File: src/rtl/tiny_io_driver.sv
// Command-driven stimulus/capture driver for an 8-pin user design.
// Define TINY_IO_SYNC_EN to add a 2-flop synchronizer on user_out.
module tiny_io_driver #(
   parameter int unsigned SETTLE_CYCLES = 4,
   parameter int unsigned HOLD_CYCLES   = 4
) (
   input  logic       wb_clk_i,
   input  logic       rst_n,
   input  logic       cmd_valid,
   output logic       cmd_ready,
   input  logic [7:0] cmd_data,
   input  logic       cmd_pulse,
   output logic [7:0] user_in,
   input  logic [7:0] user_out,
   output logic       rsp_valid,
   input  logic       rsp_ready,
   output logic [7:0] rsp_data,
   output logic       busy
);

   typedef enum logic [2:0] {
      IDLE,
      SETUP,
      HIGH,
      SAMPLE,
      RESP
   } state_e;

   localparam logic [7:0] SETTLE_M1 = 8'(SETTLE_CYCLES - 1);
   localparam logic [7:0] HOLD_M1   = 8'(HOLD_CYCLES - 1);

   state_e     state_q, state_d;
   logic [7:0] cnt_q, cnt_d;
   logic [7:0] uin_q, uin_d;
   logic [7:0] rsp_q, rsp_d;
   logic       rvld_q, rvld_d;
   logic       pulse_q, pulse_d;
   logic       cap;
   logic [7:0] samp;

`ifdef TINY_IO_SYNC_EN
   logic [7:0] sync1_q, sync2_q;

   always_ff @(posedge wb_clk_i or negedge rst_n) begin
      if (!rst_n) begin
         sync1_q <= 8'h00;
         sync2_q <= 8'h00;
      end else begin
         sync1_q <= user_out;
         sync2_q <= sync1_q;
      end
   end

   assign samp = sync2_q;
`else
   assign samp = user_out;
`endif

   always_ff @(posedge wb_clk_i or negedge rst_n) begin
      if (!rst_n) begin
         state_q <= IDLE;
         cnt_q   <= 8'h00;
         uin_q   <= 8'h00;
         rsp_q   <= 8'h00;
         rvld_q  <= 1'b0;
         pulse_q <= 1'b0;
      end else begin
         state_q <= state_d;
         cnt_q   <= cnt_d;
         uin_q   <= uin_d;
         rsp_q   <= rsp_d;
         rvld_q  <= rvld_d;
         pulse_q <= pulse_d;
      end
   end

   always_comb begin
      state_d = state_q;
      cnt_d   = cnt_q;
      uin_d   = uin_q;
      rsp_d   = rsp_q;
      rvld_d  = rvld_q;
      pulse_d = pulse_q;
      cap     = 1'b0;
      unique case (state_q)
         IDLE: begin
            if (cmd_valid) begin
               uin_d   = {cmd_data[7:1],
                          cmd_pulse ? 1'b0 : cmd_data[0]};
               pulse_d = cmd_pulse;
               cnt_d   = SETTLE_M1;
               state_d = SETUP;
            end
         end
         SETUP: begin
            if (cnt_q == 8'h00) begin
               if (pulse_q) uin_d[0] = 1'b1;
               cnt_d   = HOLD_M1;
               state_d = HIGH;
            end else begin
               cnt_d = cnt_q - 8'd1;
            end
         end
         HIGH: begin
            if (cnt_q == 8'h00) begin
`ifdef TINY_IO_SYNC_EN
               cnt_d   = 8'd1;
               state_d = SAMPLE;
`else
               cap = 1'b1;
`endif
            end else begin
               cnt_d = cnt_q - 8'd1;
            end
         end
         SAMPLE: begin
            if (cnt_q == 8'h00) cap = 1'b1;
            else cnt_d = cnt_q - 8'd1;
         end
         RESP: begin
            if (rsp_ready) begin
               rvld_d  = 1'b0;
               state_d = IDLE;
            end
         end
         default: state_d = IDLE;
      endcase
      // Capture also ends the strobe so the user sees a clean falling edge.
      if (cap) begin
         rsp_d   = samp;
         rvld_d  = 1'b1;
         if (pulse_q) uin_d[0] = 1'b0;
         state_d = RESP;
      end
   end

   assign cmd_ready = (state_q == IDLE);
   assign busy      = (state_q != IDLE);
   assign user_in   = uin_q;
   assign rsp_valid = rvld_q;
   assign rsp_data  = rsp_q;

endmodule
File: config.mk
export PLATFORM = sky130hd
export DESIGN_NAME = tiny_io_driver
export DESIGN_NICKNAME = d
export VERILOG_FILES = /design/src/rtl/tiny_io_driver.sv
export SDC_FILE = /design/constraint.sdc
export NUM_CORES = 1
export LEC_CHECK = 0
export CAP_MARGIN = 20
export CORE_MARGIN = 4
export CORE_UTILIZATION = 49
export DETAILED_ROUTE_END_ITERATION = 7
export GPL_ROUTABILITY_DRIVEN = 1
export HOLD_SLACK_MARGIN = 0.03
export PLACE_DENSITY = 0.88
export SKIP_CTS_REPAIR_TIMING = 1
export SLEW_MARGIN = 0
export SYNTH_ARGS = -nofsm -noshare
export SYNTH_HDL_FRONTEND = slang
export SYNTH_SLANG_ARGS = --single-unit
File: constraint.sdc
create_clock -name wb_clk_i -period 6.21 [get_ports wb_clk_i]
set_input_delay 1.242 -clock wb_clk_i [delete_from_list [all_inputs] [get_ports wb_clk_i]]
set_output_delay 1.242 -clock wb_clk_i [all_outputs]
set_load 0.1 [all_outputs]
# [Yosys cells after proc, flatten, opt, wreduce, memory -nomap -nowiden]
# Cells that the tools add are included.
[totals] wordCells=50 reg_bits=29 out_inout_bits=19
[classes] eq_ne=10 reduce_logical=11 n_addsub=1 n_mux=21
[ops] operator="8-bit two-way mux" count=3
[ops] operator="8-bit one-hot mux with 3 select lines" count=1
[ops] operator="3-bit two-way mux" count=4
[ops] operator="3-bit one-hot mux with 4 select lines" count=1
[ops] operator="1-bit two-way mux" count=11
[ops] operator="8-bit zero test" count=1
[ops] operator="8-bit by 1-bit subtractor with 8-bit output, second input constant" count=1
[ops] operator="3-bit by 2-bit == test with 1-bit output, second input constant" count=2
[ops] operator="3-bit != test, second input constant" count=2
[ops] operator="3-bit nonzero test" count=2
[ops] operator="2-bit != test, second input constant" count=2
[ops] operator="2-bit AND reduction" count=2
[ops] operator="4-bit AND reduction" count=1
[ops] operator="2-bit nonzero test" count=2
[ops] operator="3-bit by 1-bit == test with 1-bit output, second input constant" count=1
[ops] operator="3-bit == test, second input constant" count=1
[ops] operator="3-bit zero test" count=1
[ops] operator="3-bit by 2-bit != test with 1-bit output, second input constant" count=1
[ops] operator="3-bit AND reduction" count=1
[ops] operator="2-bit by 1-bit != test with 1-bit output, second input constant" count=1
[ops] operator="1-bit one-hot mux with 2 select lines" count=1
[ops] operator="2-bit OR reduction" count=1

# [Logic depth before layout (Yosys ltp)]
# Gate-level depths: netlist of the first run.
[depth] ltp_word=5 ltp_mapped=6 depth_no_buf=6

# [Worst setup path before layout of the first run]
# Ideal clock, no wire load.
[synth_path] path_type="register to output" startpoint="register state_q[1]" endpoint="output port cmd_ready" slack_ns=2.817 t_arrival_ns=2.151 t_required_ns=4.968 path_stages_with_launch=5 path_cell_list="dfrtp_1 -> buf_2 -> nor2_1 -> nand2_1 -> inv_1"
[synth_between] elab_chain_cells=1
[synth_rtl] item="from (decl)" line="32" source="state_e state_q, state_d;"
[synth_rtl] item="from (signal assigned)" line="68" source="state_q <= state_d;"
[synth_rtl] item="3-bit zero test" line="137" source="assign cmd_ready = (state_q == IDLE);"
[synth_rtl] item="to (decl)" line="10" source="output logic cmd_ready,"
# No other way between the ends.

# [Worst setup path after layout of the first run]
# Same ends and word-level chain as after synthesis.

==> metrics.txt, run 1 <==
Final Util=between 70% and 80%; Yosys reg bits=29; met2 routed WL=~1300 um; DR top layer=met4; Die H=60.3 um; Final TNS setup=0 ns; final hold violation count=0; drt via density=around 5.6; Synth cell types=31; largest net degree at the start of global routing=30; RSZ-0062 raised after global routing=false; post-synthesis sequential area ratio=54.2%; CP max-delay cell=clkdlybuf4s50_1; crit start category=flip-flop; die area=approximately 0.0036 mm2; initial core utilization=between 50% and 60%; first-pass GRT wire length=between 5000 and 6000 um; cell count after synthesis=about 110; max cap viols=0; clk sink count=29; Top Family by Delay on Critical Path=buffers and inverters; Final nets=180; clock period minus worst slack=approximately 3.7 ns; Worst slew margin=roughly a third; EDFF count, synth=0; max frequency=272 MHz; CP cell instances=nor2_1 > nand2_1 > inv_1 > clkdlybuf4s50_1; clk root buf=clkbuf_4; Post-DRT Antenna Nets=0; Post-synth top flop=dfrtp_1; worst reg2reg path depth=4; Setup violations, final=0; core box area=around 0.0025 mm2; Crit. End Element=output port; Cells on Worst Hold Path=1; clk_lat worst skew=0.32 ns; Syn-to-layout area delta=36.6%; R2R Setup Slk=a little under 4 ns; Max Slew Vio Count=0; CTS max path bufs=2; Buffers & Inverters on Critical Path=2; vias in the first global route=approximately 1.1k; Syn Area/Cell=~12 um2; data required time of the critical path=a little under 5 ns; Ys Warns=0; WP data arrival=2.44 ns; Worst-Margin Slew=a little under 1 ns; DRC Markers=0; Final Wtd Congestion=0.830; CTS H-tree lvls=2; Worst-path clk slew=~0.090 ns; Clock Skews=just over 0.008 ns; DRT met1 WL=1320 um; ys async rst share=100%; CTS tree=yes; CTS buffer count=5; critical path type=reg2out; DR vias=between 1k and 1.5k; R2R Path End=rsp_data[3]$_DFFE_PN0P_; DR WL/cell=15.9 um; reg2reg start=cnt_q[2]$_DFFE_PN0P_; final worst-path cycle share=59.3%; routed length on met3=around 240 um; share of cells above drive strength 1=about a fifth; Synth Net Count=around 140; CP Launch Point=state_q[1]$_DFFE_PN0P_; die width=around 60 um; DP Wirelength=2160 um; CP peak stage delay=1.12 ns; antenna cell count=0; Ports=40; final wirelength=roughly 3000 um; drt first pass iters=4; worst-path fanout max=10; FP Rows=18; status=finished clean; Mapped Area=approximately 0.0013 mm2; GRT Util Overall=19.4%; worst min-delay path class=reg2reg; HP Start=cnt_q[0]$_DFFE_PN0P_; Hold EP=cnt_q[0]$_DFFE_PN0P_; drt initial violations=28; Port Buffers=39; antenna violations before repair=0; gr ovfl total=0
-- flip-flops by register name (all words and copies together) (netlist names) --
name       count
user_in        8
rsp_data       8
state_q        3
rsp_valid      1
pulse_q        1
cnt_q          8
-- how the worst max path moves through the flow --
stage          slack, ns  cells past startpoint   endpoint
5_1_grt             2.44                      4  cmd_ready
2_1_floorplan       2.82                      4  cmd_ready
4_1_cts             2.51                      4  cmd_ready
6_report            2.53                      4  cmd_ready
3_5_place_dp        2.88                      4  cmd_ready
3_3_place_gp        2.98                      4  cmd_ready
-- synthesized netlist by cell type, drive strengths merged (2+ instances only) --
cell / number / area (um2)
dfrtp: 29 / 726
buf: 2 / 10.0
nor2: 7 / 26.3
or3: 4 / 26.3
nor3: 3 / 15.0
inv: 6 / 22.5
mux2: 16 / 180
o21ai: 6 / 30.0
o31ai: 3 / 22.5
a21oi: 9 / 45.0
ha: 2 / 25.0
nand2: 4 / 15.0
nor4b: 2 / 32.5
or4: 5 / 40.0
-- cell type report --
class / count / area, um2
fill: 173 / 714
clock buffer: 7 / 55.1
multi-input combinational: 74 / 584
timing repair buffer: 41 / 405
tap: 30 / 37.5
sequential: 29 / 726
inverter: 6 / 22.5
-- metal layers --
layer	global-route usage [%]	up-vias
met4	7.59	0
met2	29.0	40
met5	0	-
met3	9.29	8
met1	24.0	508
li1	-	497
-- through the flow --
step                instance area [um2]  setup WS, ns  instances  hold slack [ns]
floorplan                          1340          2.82        112            0.453
global placement                   1770          2.98        179            0.471
detailed placement                 1770          2.88        179            0.495
CTS                                1820          2.51        186            0.507
global route                       1830          2.44        187            0.537
finish                             1830          2.53        187            0.508
-- placed cells by master (no fill, tap or decap), types with 3 or more instances in the layout --
master / n
nor2_1: 7
nor3_1: 3
or3_1: 3
o31ai_1: 3
clkdlybuf4s50_1: 39
a21oi_1: 9
inv_1: 6
o21ai_0: 6
mux2_2: 16
or4_1: 3
dfrtp_1: 29
clkbuf_4: 6
nand2_1: 4
-- cells by family (layout without fill, tap and decap cells) --
kind of cell	after synthesis	in the layout	share of synthesized area [%]
buf+inv	9	54	2.71
fa+ha+maj	2	2	1.87
simple gates	31	31	15.9
flops	29	29	54.2
xor+xnor	1	1	0.654
compound gates	23	23	10.6
mux	17	17	14.2
Power of run 1 is not shown: default switching activity piles up to over one toggle a cycle in this logic, so the estimate is an artifact.
==> run 2: changes to the inputs <==
Settings changed: CORE_UTILIZATION 49 to 46, PLACE_DENSITY 0.88 to 0.83.
Clock period 6.21 ns to 3.4 ns, I/O delays scaled along.
==> run 2 against run 1 <==
Cell area grew 0.34%. Count of clock-buffer cells in the layout unchanged. Final cell count grew 1.1%. Routed wire length increased by 0.88%. Sequential share of layout area shrank 0.13 points. Core utilization shrank 5.9 points. Setup slack lost 1.7 ns.
==> metrics.txt, run 2 (same netlist as run 1, synthesis figures left out) <==
status=finished clean; crit start category=flip-flop; GRT Util Overall=about 18%; Die H=~62 um; worst-path fanout max=2; Hold EP=cnt_q[0]$_DFFE_PN0P_; Cells after DPL=about 180; CTS buffer count=5; Top Family by Delay on Critical Path=buffers and inverters; reg2reg start=cnt_q[2]$_DFFE_PN0P_; CP max-delay cell=clkdlybuf4s50_1; Final TNS setup=0 ns; CP peak stage delay=1.16 ns; R2R Setup Slk=roughly 1.1 ns; Worst-Margin Slew=between 0.9 and 1 ns; CTS max path bufs=2; clk root buf=clkbuf_4; CTS H-tree lvls=2; DP Wirelength=around 2300 um; Max Slew Vio Count=0; core box area=0.00278 mm2; Cells on Worst Hold Path=1; critical path type=reg2out; final hold violation count=0; vias in the first global route=roughly 1.1k; data required time of the critical path=between 2 and 3 ns; antenna violations before repair=0; first-pass GRT wire length=between 4000 and 5000 um; DR WL/cell=around 16 um; post-route non-filler standard cell count=189; Setup violations, final=0; WP data arrival=about 1.9 ns; Crit. End Element=output port; largest net degree at the start of global routing=30; final worst-path cycle share=roughly three quarters; die area=around 0.0038 mm2; antenna cell count=0; initial core utilization=48.2%; Final nets=180; Worst slew margin=33.4%; drt initial violations=67; drt via density=between 5 and 6; HP Start=cnt_q[0]$_DFFE_PN0P_; clock period minus worst slack=roughly 2.5 ns; worst reg2reg path depth=4; final wirelength=roughly 3000 um; Buffers & Inverters on Critical Path=1; worst min-delay path class=reg2reg; max cap viols=0; Ports=40; Design Area, Final=0.00184 mm2; Port Buffers=39; gr ovfl total=0; RSZ-0062 raised after global routing=false; DRC Markers=0; clk_lat worst skew=0.33 ns; max frequency=around 390 MHz; most common cell after layout, fill and taps aside=clkdlybuf4s50_1; clk sink count=29; share of cells above drive strength 1=about a quarter; Worst-path clk slew=around 0.090 ns; Syn-to-layout area delta=37.1%; Clock Skews=around 0.0022 ns; drt first pass iters=4; Layout fillers=212; R2R Path End=rsp_data[3]$_DFFE_PN0P_; most frequent cells in the layout=clkdlybuf4s50_1, dfrtp_1, mux2_2, a21oi_1, nor2_1; DR vias=between 1k and 1.5k; Post-DRT Antenna Nets=0; die width=about 62 um; CTS tree=yes; Area after DPL=0.00177 mm2; CP cell instances=clkdlybuf4s50_1; FP Rows=19; Final Wtd Congestion=0.861
-- run 2: cell types whose count changed in the layout (fill, tap and decap cells not counted) --
cell and change:
clkinv_2 +1, clkbuf_1 -1, clkdlybuf4s50_1 -4, buf_4 +5, clkbuf_8 +1, clkbuf_4 -1
-- run 2: how the worst max path moves through the flow --
| stage | slack [ns] | cells past startpoint | to | from |
|---|---|---|---|---|
| 2_1_floorplan | 0.57 | 4 | cmd_ready | state_q[1]$_DFFE_PN0P_ |
| 3_3_place_gp | 1.15 | 5 | cnt_q[4]$_DFFE_PN0P_ | cmd_valid |
| 3_5_place_dp | 1.06 | 5 | cnt_q[7]$_DFFE_PN0P_ | cmd_valid |
| 4_1_cts | 0.86 | 1 | user_in[7] | user_in[7]$_DFFE_PN0P_ |
| 5_1_grt | 0.82 | 1 | rsp_data[2] | rsp_data[2]$_DFFE_PN0P_ |
| 6_report | 0.87 | 1 | user_in[7] | user_in[7]$_DFFE_PN0P_ |
-- run 2: layout make-up --
type | count | area, um2 | share of cell area [%]
Timing Repair Buffer | 41 | 395 | 21.5
Tap cell | 31 | 38.8 | 2.11
Clock buffer | 7 | 65.1 | 3.54
Inverter | 6 | 22.5 | 1.23
Sequential cell | 29 | 726 | 39.5
Multi-Input combinational cell | 74 | 584 | 31.8
Clock inverter | 1 | 5.00 | 0.272
-- run 2: per-layer routing --
metal | GRT usage, % | up-vias | share of wire [%] | wire, um
met1 | 18.3 | 516 | 39 | 1170
met4 | 10.0 | 0 | 2.1 | 62
met2 | 30.8 | 47 | 50 | 1490
li1 | - | 499 | - | -
met3 | 7.64 | 7 | 9.0 | 268
met5 | 0 | - | 0 | 0
-- run 2: metrics by stage --
stage / utilization [%] / worst slack (ns) / hold slack (ns)
2_1_floorplan: - / 0.569 / 0.384
3_3_place_gp: 63.5 / 1.15 / 0.476
3_5_place_dp: 63.5 / 1.06 / 0.496
4_1_cts: 66.0 / 0.860 / 0.516
5_1_grt: 66.0 / 0.820 / 0.534
6_report: 66.0 / 0.868 / 0.513
Power of run 2 is left out for the same reason.
==> run 3: changes to the inputs <==
Settings changed: CORE_UTILIZATION 46 to 41, PLACE_DENSITY 0.83 to 0.79.
Clock period 3.4 ns to 2.3 ns, I/O delays scaled along.
==> run 3 against run 2 <==
Global-route usage shrank 3.1 points. Cell area grew 0.34%. Critical path depth grew 4. Core utilization shrank 6.2 points. Hold slack lost 0.026 ns. Count of clock-buffer cells in the layout shrank 1. Highest routed layer unchanged. Critical endpoint is now cnt_q[6]$_DFFE_PN0P_. Sequential cell count is the same. Via count shrank 1.4%. Non-clock buffer count grew 2.
==> metrics.txt, run 3 (same netlist as run 1, synthesis figures left out) <==
largest net degree at the start of global routing=30; dpl ws=between 0.15 and 0.2 ns; first-pass GRT wire length=4820 um; max frequency=just under 500 MHz; Worst slew margin=about 66%; final worst-path cycle share=around nine tenths; Crit. End Element=flip-flop; most common cell after layout, fill and taps aside=dfrtp_1; drt initial violations=39; core box area=0.00308 mm2; critical path type=reg2reg; Syn-to-layout area delta=37.5%; max cap viols=0; Port Buffers=39; clk sink count=29; WP data arrival=about 2.3 ns; CTS H-tree lvls=2; Top Family by Delay on Critical Path=simple AND/OR/NAND/NOR gates; antenna violations before repair=0; drt first pass iters=4; clk_lat worst skew=0.32 ns; drt via density=between 5 and 6; Buffers & Inverters on Critical Path=1; CP cell instances=or4_1 > nor4b_4 > buf_4 > a31o_2 > a21oi_1; CP max-delay cell=or4_1; post-route worst setup slack=around 0.23 ns; gr ovfl total=0; CTS buffer count=5; Post-DRT Antenna Nets=0; CTS tree=yes; Max Slew Vio Count=0; clk root buf=clkbuf_4; most frequent cells in the layout=dfrtp_1, buf_4, clkdlybuf4s50_1, mux2_2, a21oi_1; Area after DPL=around 0.0018 mm2; final wirelength=about 2700 um; antenna cell count=0; data required time of the critical path=between 2 and 3 ns; Die H=~65 um; DRC Markers=0; status=finished clean; Final Wtd Congestion=between 0.7 and 0.8; R2R Setup Slk=about 0.23 ns; final hold violation count=0; FP Rows=20; worst-path fanout max=6; Layout fillers=between 200 and 250; RSZ-0062 raised after global routing=false; initial core utilization=a little over two fifths; Clock Skews=roughly 0.0027 ns; die width=approximately 65 um; Final nets=about 180; Worst-path clk slew=approximately 0.09 ns; crit start category=flip-flop; CP peak stage delay=0.67 ns; DR WL/cell=around 13 um; CTS max path bufs=2; DR vias=roughly 1.1k; GRT Util Overall=between 10% and 20%; Final TNS setup=0 ns; clock period minus worst slack=2.07 ns; share of cells above drive strength 1=between 30% and 40%; Design Area, Final=~0.0018 mm2; vias in the first global route=between 1k and 1.5k; DP Wirelength=2140 um; die area=between 0.004 and 0.005 mm2; register area=about 730 um2; Worst-Margin Slew=about 0.51 ns; area of the multi-input gates=between 500 and 600 um2; worst min-delay path class=reg2reg; Ports=40; Setup violations, final=0
## run 3: final timing paths
| path | end | cells after the start | startpoint |
|---|---|---|---|
| setup / recovery | cnt_q[6]$_DFFE_PN0P_ | 5 | cnt_q[2]$_DFFE_PN0P_ |
| hold / removal | cnt_q[0]$_DFFE_PN0P_ | 1 | cnt_q[0]$_DFFE_PN0P_ |
| setup reg to reg | cnt_q[6]$_DFFE_PN0P_ | 5 | cnt_q[2]$_DFFE_PN0P_ |
| hold reg to reg | cnt_q[0]$_DFFE_PN0P_ | 1 | cnt_q[0]$_DFFE_PN0P_ |
| max in group asynchronous | user_in[6]$_DFFE_PN0P_ | 2 | rst_n |
| min in group asynchronous | cnt_q[3]$_DFFE_PN0P_ | 2 | rst_n |
## run 3: layer usage
layer	global-route usage (%)	share of wire, %
met5	0	0
met4	4.66	1.1
met3	8.03	9.8
met2	24.7	47
met1	16.3	42
## run 3: area by class of cell
type,instances,area share [%]
tap,44,2.99
multi-input combinational,74,31.8
clock inverter,2,0.543
clock buffer,6,2.24
inverter,6,1.43
sequential,29,39.4
timing repair buffer,43,21.6
## run 3: worst reg2reg max path: stages, from the launching register on
cell and delay [ns]:
dfrtp_1 0.44, or4_1 0.67, nor4b_4 0.34, buf_4 0.21, a31o_2 0.24, a21oi_1 0.07
## run 3: metrics by stage
step | hold slack, ns | utilization (%) | cells
after floorplan | 0.164 | - | 112
after global placement | 0.476 | 58.2 | 196
after detailed placement | 0.478 | 58.2 | 196
after CTS | 0.490 | 59.9 | 204
after global routing | 0.523 | 59.9 | 204
final | 0.487 | 59.9 | 204
Power of run 3 is left out for the same reason.
